===== src/rtl/vid_timing_gen_if.sv =====
// Video timing bundle between the timing generator (master) and its sink
// (slave). The sink raises frame_start when a new frame's data is available
// and receives counters, sync/blanking flags and status.
// Optional feature macro: VTG_FREERUN_EN adds the freerun status signal.
interface vid_timing_gen_if #(
    parameter int CW = 12
);
    logic          frame_start;
    logic [CW-1:0] hcount;
    logic [CW-1:0] vcount;
    logic          hsync;
    logic          vsync;
    logic          de;
    logic          hblnk;
    logic          vblnk;
    logic          frame_done;
    logic          busy;
`ifdef VTG_FREERUN_EN
    logic          freerun;
`endif

    modport master (
`ifdef VTG_FREERUN_EN
        output freerun,
`endif
        input  frame_start,
        output hcount, vcount, hsync, vsync, de, hblnk, vblnk, frame_done, busy
    );

    modport slave (
`ifdef VTG_FREERUN_EN
        input  freerun,
`endif
        output frame_start,
        input  hcount, vcount, hsync, vsync, de, hblnk, vblnk, frame_done, busy
    );
endinterface


===== src/rtl/vid_timing_gen.sv =====
// Video timing generator. A frame_start pulse arms a start delay, after which
// one full frame of hcount/vcount is produced together with sync, data-enable
// and blanking flags delayed by OUT_LAT register stages. A frame_start seen
// while a frame runs is remembered and chains the next frame through ARM.
// Optional feature macro: VTG_FREERUN_EN -- when defined, an IDLE period of
// FREERUN_TIMEOUT cycles without frame_start starts a frame on its own and
// raises freerun for it.
module vid_timing_gen #(
    parameter int CW          = 12,
    parameter int H_ACTIVE    = 1280,
    parameter int H_FP        = 110,
    parameter int H_SYNC      = 40,
    parameter int H_BP        = 220,
    parameter int V_ACTIVE    = 720,
    parameter int V_FP        = 5,
    parameter int V_SYNC      = 5,
    parameter int V_BP        = 20,
    parameter int START_DELAY = 33000,
    parameter int DW          = 16,
    parameter bit HS_POL      = 1'b0,
    parameter bit VS_POL      = 1'b0,
    parameter int OUT_LAT     = 2
`ifdef VTG_FREERUN_EN
    ,
    parameter int FREERUN_TIMEOUT = 49500
`endif
) (
    input logic              tmds_clk,
    input logic              sys_rst_n,
    vid_timing_gen_if.master vif
);

    localparam int HT = H_ACTIVE + H_FP + H_SYNC + H_BP;
    localparam int VT = V_ACTIVE + V_FP + V_SYNC + V_BP;

    localparam logic [CW-1:0] H_LAST = CW'(HT - 1);
    localparam logic [CW-1:0] V_LAST = CW'(VT - 1);
    localparam logic [CW-1:0] H_ACT  = CW'(H_ACTIVE);
    localparam logic [CW-1:0] V_ACT  = CW'(V_ACTIVE);
    localparam logic [CW-1:0] HS_BEG = CW'(H_ACTIVE + H_FP);
    localparam logic [CW-1:0] HS_END = CW'(H_ACTIVE + H_FP + H_SYNC);
    localparam logic [CW-1:0] VS_BEG = CW'(V_ACTIVE + V_FP);
    localparam logic [CW-1:0] VS_END = CW'(V_ACTIVE + V_FP + V_SYNC);
    localparam logic [DW-1:0] DLY_LAST = DW'(START_DELAY - 1);

    localparam logic [1:0] ST_IDLE = 2'd0;
    localparam logic [1:0] ST_ARM  = 2'd1;
    localparam logic [1:0] ST_RUN  = 2'd2;

    typedef struct packed {
        logic hsync;
        logic vsync;
        logic de;
        logic hblnk;
        logic vblnk;
    } vid_flags_t;

    // Idle/reset flag levels with polarity applied: sink sees blanking.
    localparam vid_flags_t FLAGS_RST = '{
        hsync: HS_POL, vsync: ~VS_POL, de: 1'b0, hblnk: 1'b0, vblnk: 1'b1
    };

    logic [1:0]    state_q, state_d;
    logic [DW-1:0] dly_q, dly_d;
    logic [CW-1:0] hcount_q, hcount_d;
    logic [CW-1:0] vcount_q, vcount_d;
    logic          pending_q, pending_d;
    logic          frame_done_q, frame_done_d;
    logic          busy_q, busy_d;
    vid_flags_t    raw_flags;
    vid_flags_t    pipe_q [OUT_LAT];
    vid_flags_t    pipe_d [OUT_LAT];
    logic          run;

`ifdef VTG_FREERUN_EN
    localparam int TW = (FREERUN_TIMEOUT > 1) ? $clog2(FREERUN_TIMEOUT) : 1;
    localparam logic [TW-1:0] TO_LAST = TW'(FREERUN_TIMEOUT - 1);

    logic [TW-1:0] idle_cnt_q, idle_cnt_d;
    logic          freerun_q, freerun_d;
`endif

    // Next-state logic: FSM, start delay, pixel/line counters and frame chaining.
    always_comb begin
        // NOTE: every variable gets a default before the case so that no path
        // leaves it unassigned, which would otherwise infer a latch.
        state_d   = state_q;
        dly_d     = dly_q;
        hcount_d  = '0;
        vcount_d  = '0;
        pending_d = pending_q;
`ifdef VTG_FREERUN_EN
        freerun_d  = freerun_q;
        idle_cnt_d = '0;
`endif
        case (state_q)
            ST_IDLE: begin
                if (vif.frame_start) begin
                    state_d = ST_ARM;
                    dly_d   = '0;
`ifdef VTG_FREERUN_EN
                    freerun_d = 1'b0;
                end else if (idle_cnt_q == TO_LAST) begin
                    state_d   = ST_RUN;
                    freerun_d = 1'b1;
                end else begin
                    idle_cnt_d = idle_cnt_q + TW'(1);
`endif
                end
            end
            ST_ARM: begin
                // frame_start is deliberately not looked at: the delay never restarts.
                dly_d = dly_q + DW'(1);
                if (dly_q == DLY_LAST) begin
                    state_d = ST_RUN;
                end
            end
            ST_RUN: begin
                pending_d = pending_q | vif.frame_start;
                hcount_d  = hcount_q + CW'(1);
                vcount_d  = vcount_q;
                if (hcount_q == H_LAST) begin
                    hcount_d = '0;
                    if (vcount_q == V_LAST) begin
                        vcount_d  = '0;
                        pending_d = 1'b0;
                        // A frame_start on the frame-end cycle itself also chains.
                        if (pending_q || vif.frame_start) begin
                            state_d = ST_ARM;
                            dly_d   = '0;
`ifdef VTG_FREERUN_EN
                            freerun_d = 1'b0;
`endif
                        end else begin
                            state_d = ST_IDLE;
                        end
                    end else begin
                        vcount_d = vcount_q + CW'(1);
                    end
                end
            end
            default: state_d = ST_IDLE;
        endcase
        // Status is derived from next values so it lines up with the counters.
        frame_done_d = (state_d == ST_RUN) && (hcount_d == H_LAST) && (vcount_d == V_LAST);
        busy_d       = (state_d != ST_IDLE);
    end

    // Raw timing flags for the current counter values, polarity applied.
    always_comb begin
        run             = (state_q == ST_RUN);
        raw_flags.de    = run && (hcount_q < H_ACT) && (vcount_q < V_ACT);
        raw_flags.hblnk = (hcount_q >= H_ACT);
        raw_flags.vblnk = (vcount_q >= V_ACT) || !run;
        raw_flags.hsync = (run && (hcount_q >= HS_BEG) && (hcount_q < HS_END)) ^ HS_POL;
        raw_flags.vsync = (!run || ((vcount_q >= VS_BEG) && (vcount_q < VS_END))) ^ VS_POL;
    end

    // Output delay line: stage 0 takes the raw flags, later stages shift.
    always_comb begin
        pipe_d[0] = raw_flags;
        for (int i = 1; i < OUT_LAT; i++) begin
            pipe_d[i] = pipe_q[i-1];
        end
    end

    // State registers with synchronous active-low reset.
    always_ff @(posedge tmds_clk) begin
        // NOTE: sequential state uses non-blocking assignments so every flop
        // samples the pre-edge values regardless of statement order.
        if (!sys_rst_n) begin
            state_q      <= ST_IDLE;
            dly_q        <= '0;
            hcount_q     <= '0;
            vcount_q     <= '0;
            pending_q    <= 1'b0;
            frame_done_q <= 1'b0;
            busy_q       <= 1'b0;
            // NOTE: the delay-line stages are reset too, otherwise stale
            // sync/enable levels would leak out for OUT_LAT cycles after reset.
            for (int i = 0; i < OUT_LAT; i++) begin
                pipe_q[i] <= FLAGS_RST;
            end
`ifdef VTG_FREERUN_EN
            idle_cnt_q <= '0;
            freerun_q  <= 1'b0;
`endif
        end else begin
            state_q      <= state_d;
            dly_q        <= dly_d;
            hcount_q     <= hcount_d;
            vcount_q     <= vcount_d;
            pending_q    <= pending_d;
            frame_done_q <= frame_done_d;
            busy_q       <= busy_d;
            pipe_q       <= pipe_d;
`ifdef VTG_FREERUN_EN
            idle_cnt_q <= idle_cnt_d;
            freerun_q  <= freerun_d;
`endif
        end
    end

    assign vif.hcount     = hcount_q;
    assign vif.vcount     = vcount_q;
    assign vif.frame_done = frame_done_q;
    assign vif.busy       = busy_q;
    assign vif.hsync      = pipe_q[OUT_LAT-1].hsync;
    assign vif.vsync      = pipe_q[OUT_LAT-1].vsync;
    assign vif.de         = pipe_q[OUT_LAT-1].de;
    assign vif.hblnk      = pipe_q[OUT_LAT-1].hblnk;
    assign vif.vblnk      = pipe_q[OUT_LAT-1].vblnk;
`ifdef VTG_FREERUN_EN
    assign vif.freerun    = freerun_q;
`endif

endmodule


===== src/flat_wrapper.sv =====
// flat-port wrapper written by rule: the top's interface ports become plain ports
module vid_timing_gen_flat 
#(
    parameter int CW          = 12,
    parameter int H_ACTIVE    = 1280,
    parameter int H_FP        = 110,
    parameter int H_SYNC      = 40,
    parameter int H_BP        = 220,
    parameter int V_ACTIVE    = 720,
    parameter int V_FP        = 5,
    parameter int V_SYNC      = 5,
    parameter int V_BP        = 20,
    parameter int START_DELAY = 33000,
    parameter int DW          = 16,
    parameter bit HS_POL      = 1'b0,
    parameter bit VS_POL      = 1'b0,
    parameter int OUT_LAT     = 2

)
  (tmds_clk, sys_rst_n, vif_frame_start, vif_hcount, vif_vcount, vif_hsync, vif_vsync, vif_de, vif_hblnk, vif_vblnk, vif_frame_done, vif_busy);
  vid_timing_gen_if #(.CW(CW)) vif_i ();
  input logic tmds_clk;
  input logic sys_rst_n;
  input wire logic [$bits(vif_i.frame_start)-1:0] vif_frame_start;
  output wire logic [$bits(vif_i.hcount)-1:0] vif_hcount;
  output wire logic [$bits(vif_i.vcount)-1:0] vif_vcount;
  output wire logic [$bits(vif_i.hsync)-1:0] vif_hsync;
  output wire logic [$bits(vif_i.vsync)-1:0] vif_vsync;
  output wire logic [$bits(vif_i.de)-1:0] vif_de;
  output wire logic [$bits(vif_i.hblnk)-1:0] vif_hblnk;
  output wire logic [$bits(vif_i.vblnk)-1:0] vif_vblnk;
  output wire logic [$bits(vif_i.frame_done)-1:0] vif_frame_done;
  output wire logic [$bits(vif_i.busy)-1:0] vif_busy;
  assign vif_i.frame_start = vif_frame_start;
  assign vif_hcount = vif_i.hcount;
  assign vif_vcount = vif_i.vcount;
  assign vif_hsync = vif_i.hsync;
  assign vif_vsync = vif_i.vsync;
  assign vif_de = vif_i.de;
  assign vif_hblnk = vif_i.hblnk;
  assign vif_vblnk = vif_i.vblnk;
  assign vif_frame_done = vif_i.frame_done;
  assign vif_busy = vif_i.busy;
  vid_timing_gen #(.CW(CW), .H_ACTIVE(H_ACTIVE), .H_FP(H_FP), .H_SYNC(H_SYNC), .H_BP(H_BP), .V_ACTIVE(V_ACTIVE), .V_FP(V_FP), .V_SYNC(V_SYNC), .V_BP(V_BP), .START_DELAY(START_DELAY), .DW(DW), .HS_POL(HS_POL), .VS_POL(VS_POL), .OUT_LAT(OUT_LAT)) u_core (.tmds_clk(tmds_clk), .sys_rst_n(sys_rst_n), .vif(vif_i));
endmodule

===== config.mk =====
export PLATFORM = sky130hd
export DESIGN_NAME = vid_timing_gen_flat
export DESIGN_NICKNAME = d
export VERILOG_FILES = /design/src/rtl/vid_timing_gen_if.sv /design/src/rtl/vid_timing_gen.sv /design/src/flat_wrapper.sv
export SDC_FILE = /design/constraint.sdc
export NUM_CORES = 1
export LEC_CHECK = 0
export CORE_MARGIN = 2
export CORE_UTILIZATION = 40
export DETAILED_ROUTE_END_ITERATION = 10
export PLACE_DENSITY = 0.64
export SYNTH_ARGS = -nofsm -noshare
export SYNTH_HDL_FRONTEND = slang
export SYNTH_SLANG_ARGS = --single-unit

===== constraint.sdc =====
create_clock -name tmds_clk -period 2.9 [get_ports tmds_clk]
set_input_delay 0.435 -clock tmds_clk [delete_from_list [all_inputs] [get_ports tmds_clk]]
set_output_delay 0.435 -clock tmds_clk [all_outputs]
set_load 0.005 [all_outputs]

==> impl_metrics.yaml, run 1 <==
clocking:
  cts_htree_levels: 2
  clkSinkCount: 55
  cts_tree: "built"
  ctsHoldBuffers: 0
  cts.repair.resized: 0
  clk_latency_ns: 0.31
  numCtsBuffers: 5
  cts_root_buf: "clkbuf_8"
  clkTransAtPathRegs_ns: 0.11
  clk_path_buf_depth: 2
  cts_setup_buffers: 0
grt:
  antenna_found_initial: 0
  met1_usage_pct: 23.9
  overflow: 0
  gr-usage-all-layers_pct: 17.8
  grt_first_pass_wirelength_um: 12400
  grt_pass1_vias: 2616
  use_met2_pct: 29.3
  grt_max_degree: 19
  use_met3_pct: 3.98
  grt.busiest_layer: "met2"
timing:
  setup_tns_ns: 0
  slew_violations: 0
  rsz0062_at_grt: "no"
  setup_ws_ns: 0.484
  relSlewSlack_pct: 57.7
  max_slew.worst_pin.slew_ns: 0.635
  setup_violations: 0
  hold_viol: 0
  min_period_ns: 2.42
  fmax_ghz: 0.414
  period_share_pct: 83.3
  fin_skew_ns: 0.0125
synthesis:
  seq_area_frac_synth_pct: 36.4
  avgSynthCellArea_sq_um: 8.29
  yosys.area_share.simple_pct: 31.3
  synth_edf_count: 0
  async_flop_share_pct: 0
  synthMuxAreaShare_pct: 1.03
  synth_area_sq_um: 3030
  synth_top_area_cell: "dfxtp_1"
  synth_nets: 376
  synth_cell_type_count: 55
  synth.most_common_cell: "dfxtp_1"
  synth_top_area_share_pct: 36.4
  synthCells: 365
  synth_adder_area_share_pct: 3.31
  synthFlopType: "dfxtp_1"
  yosys_register_bits: 55
  synth_xor_area_share_pct: 5.79
  synthTopCellsByArea: "dfxtp_1 (36%), a21oi_1 (4.3%), nor2_1 (4.2%)"
  synth_commonest_cells: "dfxtp_1 (55), nor2_1 (34), nand2_1 (28), a21oi_1 (26), nand3_1 (16)"
  synth-warning-count: 0
  synth_compound_area_share_pct: 17.0
  synth_top_family_by_area: "simple AND/OR/NAND/NOR gates"
layout:
  fin_area_sq_um: 3540
  drive_above_1_share_pct: 6.60
  final_core_util_pct: 48.6
  fin_nets: 404
  nFillCells: 757
  antenna_cells: 0
  layout-area-overhead-vs-synth_pct: 17.0
power_and_ir_drop:
  power_density_nw_per_um2: 375
  peakVddDrop_mv: 0.168
  cellLeakagePower_nw: 1.09
placement:
  post_dp_cell_area_sq_um: 3430
  pre_cts_ws_ns: 0.324
  numPortBuffers: 33
  place.gp.congestion: 0.855
  dp_hpwl_um: 5080
drt:
  vias: 2764
  antenna_left: 0
  dr.pass1.iters: 6
  drtIter0Drc: 130
  vias_per_cell: 5.61
  wirelength_um: 7050
  drc: 0
  wl_per_cell_um: 14.3
min_path:
  hold_depth: 1
  min_path_type: "reg2reg"
worst_setup_path:
  cp_max_fo: 16
  crit_path_start_kind: "flip-flop"
  path_class: "reg2reg"
  reg2reg_depth: 8
  required_ns: 3.15
  worstSetupEndpointType: "flip-flop"
  arrival_ns: 2.66
job:
  maxCapViolations: 0
status:
  status: "complete, no violations"
die:
  fp.dieW_um: 91.0
  die_y_um: 91.0
  design.portCount: 34
  core_sq_um: 7290
  rows: 31
  initial_core_util_pct: 41.5
  die_area_sq_um: 8280
## stage by stage
step	total power, mW	instances	hold slack, ns
floorplan	0.808	365	0.386
global placement	0.818	485	0.397
detailed placement	0.820	485	0.396
CTS	1.34	493	0.421
global route	1.39	493	0.435
finish	1.33	493	0.416
## critical path: stages (launching register included)
cell and delay [ns]:
dfxtp_1 0.40, inv_1 0.17, ha_1 0.19, and4b_1 0.21, and4_1 0.41, a31oi_2 0.13
buf_4 0.20, or4_1 0.48, a21oi_1 0.16
## report_power, final
part	leakage [nW]	switching, mW	internal [mW]
Clock	0.0548	0.266	0.261
Combinational	0.589	0.0219	0.0156
Sequential	0.444	0.00541	0.759
Total	1.09	0.293	1.04
## flip-flops by register name, summed over array words and instances, names as in the netlist, 2 cells and up
signal,cells
u_core.vif.hcount,12
u_core.state_q,2
u_core.dly_q,16
u_core.pipe_d,5
u_core.vif.vcount,12
## per-layer routing
layer | part of all wire (%) | wire length [um] | up-vias
met4 | 1.1 | 76 | 0
met3 | 4.2 | 297 | 7
met2 | 47 | 3290 | 65
met1 | 48 | 3390 | 1303
li1 | - | - | 1389
met5 | 0 | 0 | -
## logic make-up after synthesis
group / after synthesis
and+or+nand+nor: 170
AOI/OAI and AO/OA: 77
DFF: 55
buffers and inverters: 32
xor gates and xnor gates: 20
adders and majority gates: 8
muxes: 3
## final timing paths
kind	startpoint	to	slack [ns]
setup / recovery	u_core.vif.vcount[1]	u_core.dly_q[9]	0.48
hold / removal	u_core.pipe_d[0]	u_core.vif.vblnk	0.42
setup reg to reg	u_core.vif.vcount[1]	u_core.dly_q[9]	0.48
hold reg to reg	u_core.pipe_d[0]	u_core.vif.vblnk	0.42
## layout by cell type (no fill, tap or decap), types with 6 or more instances in the layout
master	count
or3_1	9
xor2_1	8
inv_1	13
nand2_1	28
o21ai_0	10
nand2b_1	9
nand4_1	13
xnor2_1	12
and3_1	6
nor2_1	34
o31ai_1	8
nand3_1	16
dfxtp_1	55
ha_1	8
nor3_1	10
buf_4	7
clkdlybuf4s50_1	33
nor4_1	7
and2_1	9
a21oi_1	26
or4_1	10
## area by class of cell
cell class | count | area, sq um | area share [%]
multi-input cells | 278 | 1770 | 50.0
flip-flops and latches | 55 | 1100 | 31.1
repair buffers | 40 | 383 | 10.8
well taps | 99 | 124 | 3.50
clock buffers | 5 | 68.8 | 1.94
inverters | 13 | 48.8 | 1.38
clock inverters | 3 | 46.3 | 1.31
(Power assumes the default switching activity.)
==> inputs of run 2 (changes only) <==
==> constraint.sdc (replaced) <==
create_clock -name tmds_clk -period 2.4 [get_ports tmds_clk]
set_input_delay 0.36 -clock tmds_clk [delete_from_list [all_inputs] [get_ports tmds_clk]]
set_output_delay 0.36 -clock tmds_clk [all_outputs]
set_load 0.005 [all_outputs]
==> impl_metrics.yaml, run 2 (same netlist as run 1, synthesis figures left out) <==
status:
  status: "complete, no violations"
grt:
  overflow: 0
  grt_max_degree: 19
  grt_pass1_vias: 2599
  grt_first_pass_wirelength_um: 12500
  antenna_found_initial: 0
  gr-usage-all-layers_pct: 18.3
clocking:
  clkTransAtPathRegs_ns: 0.11
  cts_root_buf: "clkbuf_8"
  cts_setup_buffers: 0
  clk_latency_ns: 0.32
  ctsHoldBuffers: 0
  numCtsBuffers: 5
  clk_path_buf_depth: 2
  cts.repair.resized: 0
  cts_tree: "built"
  clkSinkCount: 55
  cts_htree_levels: 2
power_and_ir_drop:
  cellLeakagePower_nw: 1.22
  swShare_pct: 22.7
  peakVddDrop_mv: 0.295
  seqPwrFrac_pct: 56.5
  power.switching_mw: 0.370
  power_density_nw_per_um2: 436
  intPower_mw: 1.26
  comb_power_share_pct: 3.4
  power.share.clock_pct: 40.1
  total_power_mw: 1.63
timing:
  rsz0062_at_grt: "no"
  relSlewSlack_pct: 61.3
  fin_hold_ws_ns: 0.419
  hold_viol: 0
  fin_skew_ns: 0.00498
  min_period_ns: 2.19
  slew_violations: 0
  period_share_pct: 91.3
  setup_ws_ns: 0.209
  max_slew.worst_pin.slew_ns: 0.575
  setup_violations: 0
  setup_tns_ns: 0
  fmax_ghz: 0.456
worst_setup_path:
  cp_max_fo: 15
  required_ns: 2.60
  rrSetupSlack_ns: 0.21
  rr_startpoint: "u_core.vif.hcount[3]"
  path_class: "reg2reg"
  arrival_ns: 2.40
  reg2reg_depth: 6
  r2r_end: "u_core.dly_q[7]"
  crit_path_start_kind: "flip-flop"
  worstSetupEndpointType: "flip-flop"
  startpoint: "u_core.vif.hcount[3]"
placement:
  place.gp.congestion: 0.826
  dp_cells: 510
  dp_hpwl_um: 5520
  numPortBuffers: 33
  post_dp_cell_area_sq_um: 3610
  pre_cts_ws_ns: 0.0789
drt:
  wl_per_cell_um: 14.5
  wirelength_um: 7510
  vias: 2814
  drc: 0
  antenna_left: 0
  vias_per_cell: 5.43
  dr.pass1.iters: 5
  drtIter0Drc: 78
layout:
  final_core_util_pct: 51.3
  final_cell_mix: "dfxtp_1 (55), nor2_1 (34), clkdlybuf4s50_1 (33), buf_4 (32), nand2_1 (28)"
  antenna_cells: 0
  nFillCells: 756
  fin_area_sq_um: 3740
  drive_above_1_share_pct: 12.2
  layout-area-overhead-vs-synth_pct: 23.5
  largest_reg_flops: 16
  layout_commonest_cell: "dfxtp_1"
  fin_nets: 429
  regMostFlops: "u_core.dly_q"
  fin_cells: 518
die:
  initial_core_util_pct: 41.5
  die_y_um: 91.0
  die_area_sq_um: 8280
  core_sq_um: 7290
  rows: 31
  design.portCount: 34
  fp.dieW_um: 91.0
job:
  maxCapViolations: 0
min_path:
  hold_start: "u_core.pipe_d[0]"
  hold_end: "u_core.vif.vblnk"
  min_path_type: "reg2reg"
  hold_depth: 1
==> run 2: cell type report <==
cell class	instances	area [sq um]	area share [%]
multi-input cells	278	1780	47.6
well taps	99	124	3.31
clock inverters	3	47.5	1.27
clock buffers	5	68.8	1.84
inverters	13	48.8	1.31
repair buffers	65	571	15.3
flip-flops and latches	55	1100	29.5
==> run 2: how the worst max path moves through the flow <==
stage,end,slack [ns],depth (start not counted)
after floorplan,u_core.dly_q[13],0.22,9
after global placement,u_core.dly_q[4],0.09,7
after detailed placement,u_core.dly_q[4],0.08,7
after CTS,u_core.dly_q[0],0.12,8
after global routing,u_core.vif.frame_done,0.05,6
final,u_core.dly_q[7],0.21,6
==> run 2: worst max-delay path, stage by stage, from the launching register on <==
cell and delay, ns:
dfxtp_1 0.34, or4b_4 0.58, or3_1 0.51, o21ai_4 0.23
and2_1 0.14, buf_4 0.20, a21oi_1 0.06
==> run 2: power groups by stage <==
stage                     combinational, mW  clock, mW  sequential (mW)
after floorplan                      0.0349          0            0.942
after global placement               0.0524          0            0.942
after detailed placement             0.0532          0            0.942
after CTS                            0.0536      0.661            0.921
after global routing                 0.0611      0.699            0.922
final                                0.0551      0.653            0.921
==> run 2: layer usage <==
layer | global-route usage, % | vias to the layer above | wire (um)
met5 | 0 | - | 0
met4 | 5.30 | 0 | 96
met2 | 28.6 | 56 | 3430
li1 | - | 1433 | -
met1 | 25.8 | 1316 | 3690
met3 | 3.32 | 9 | 289
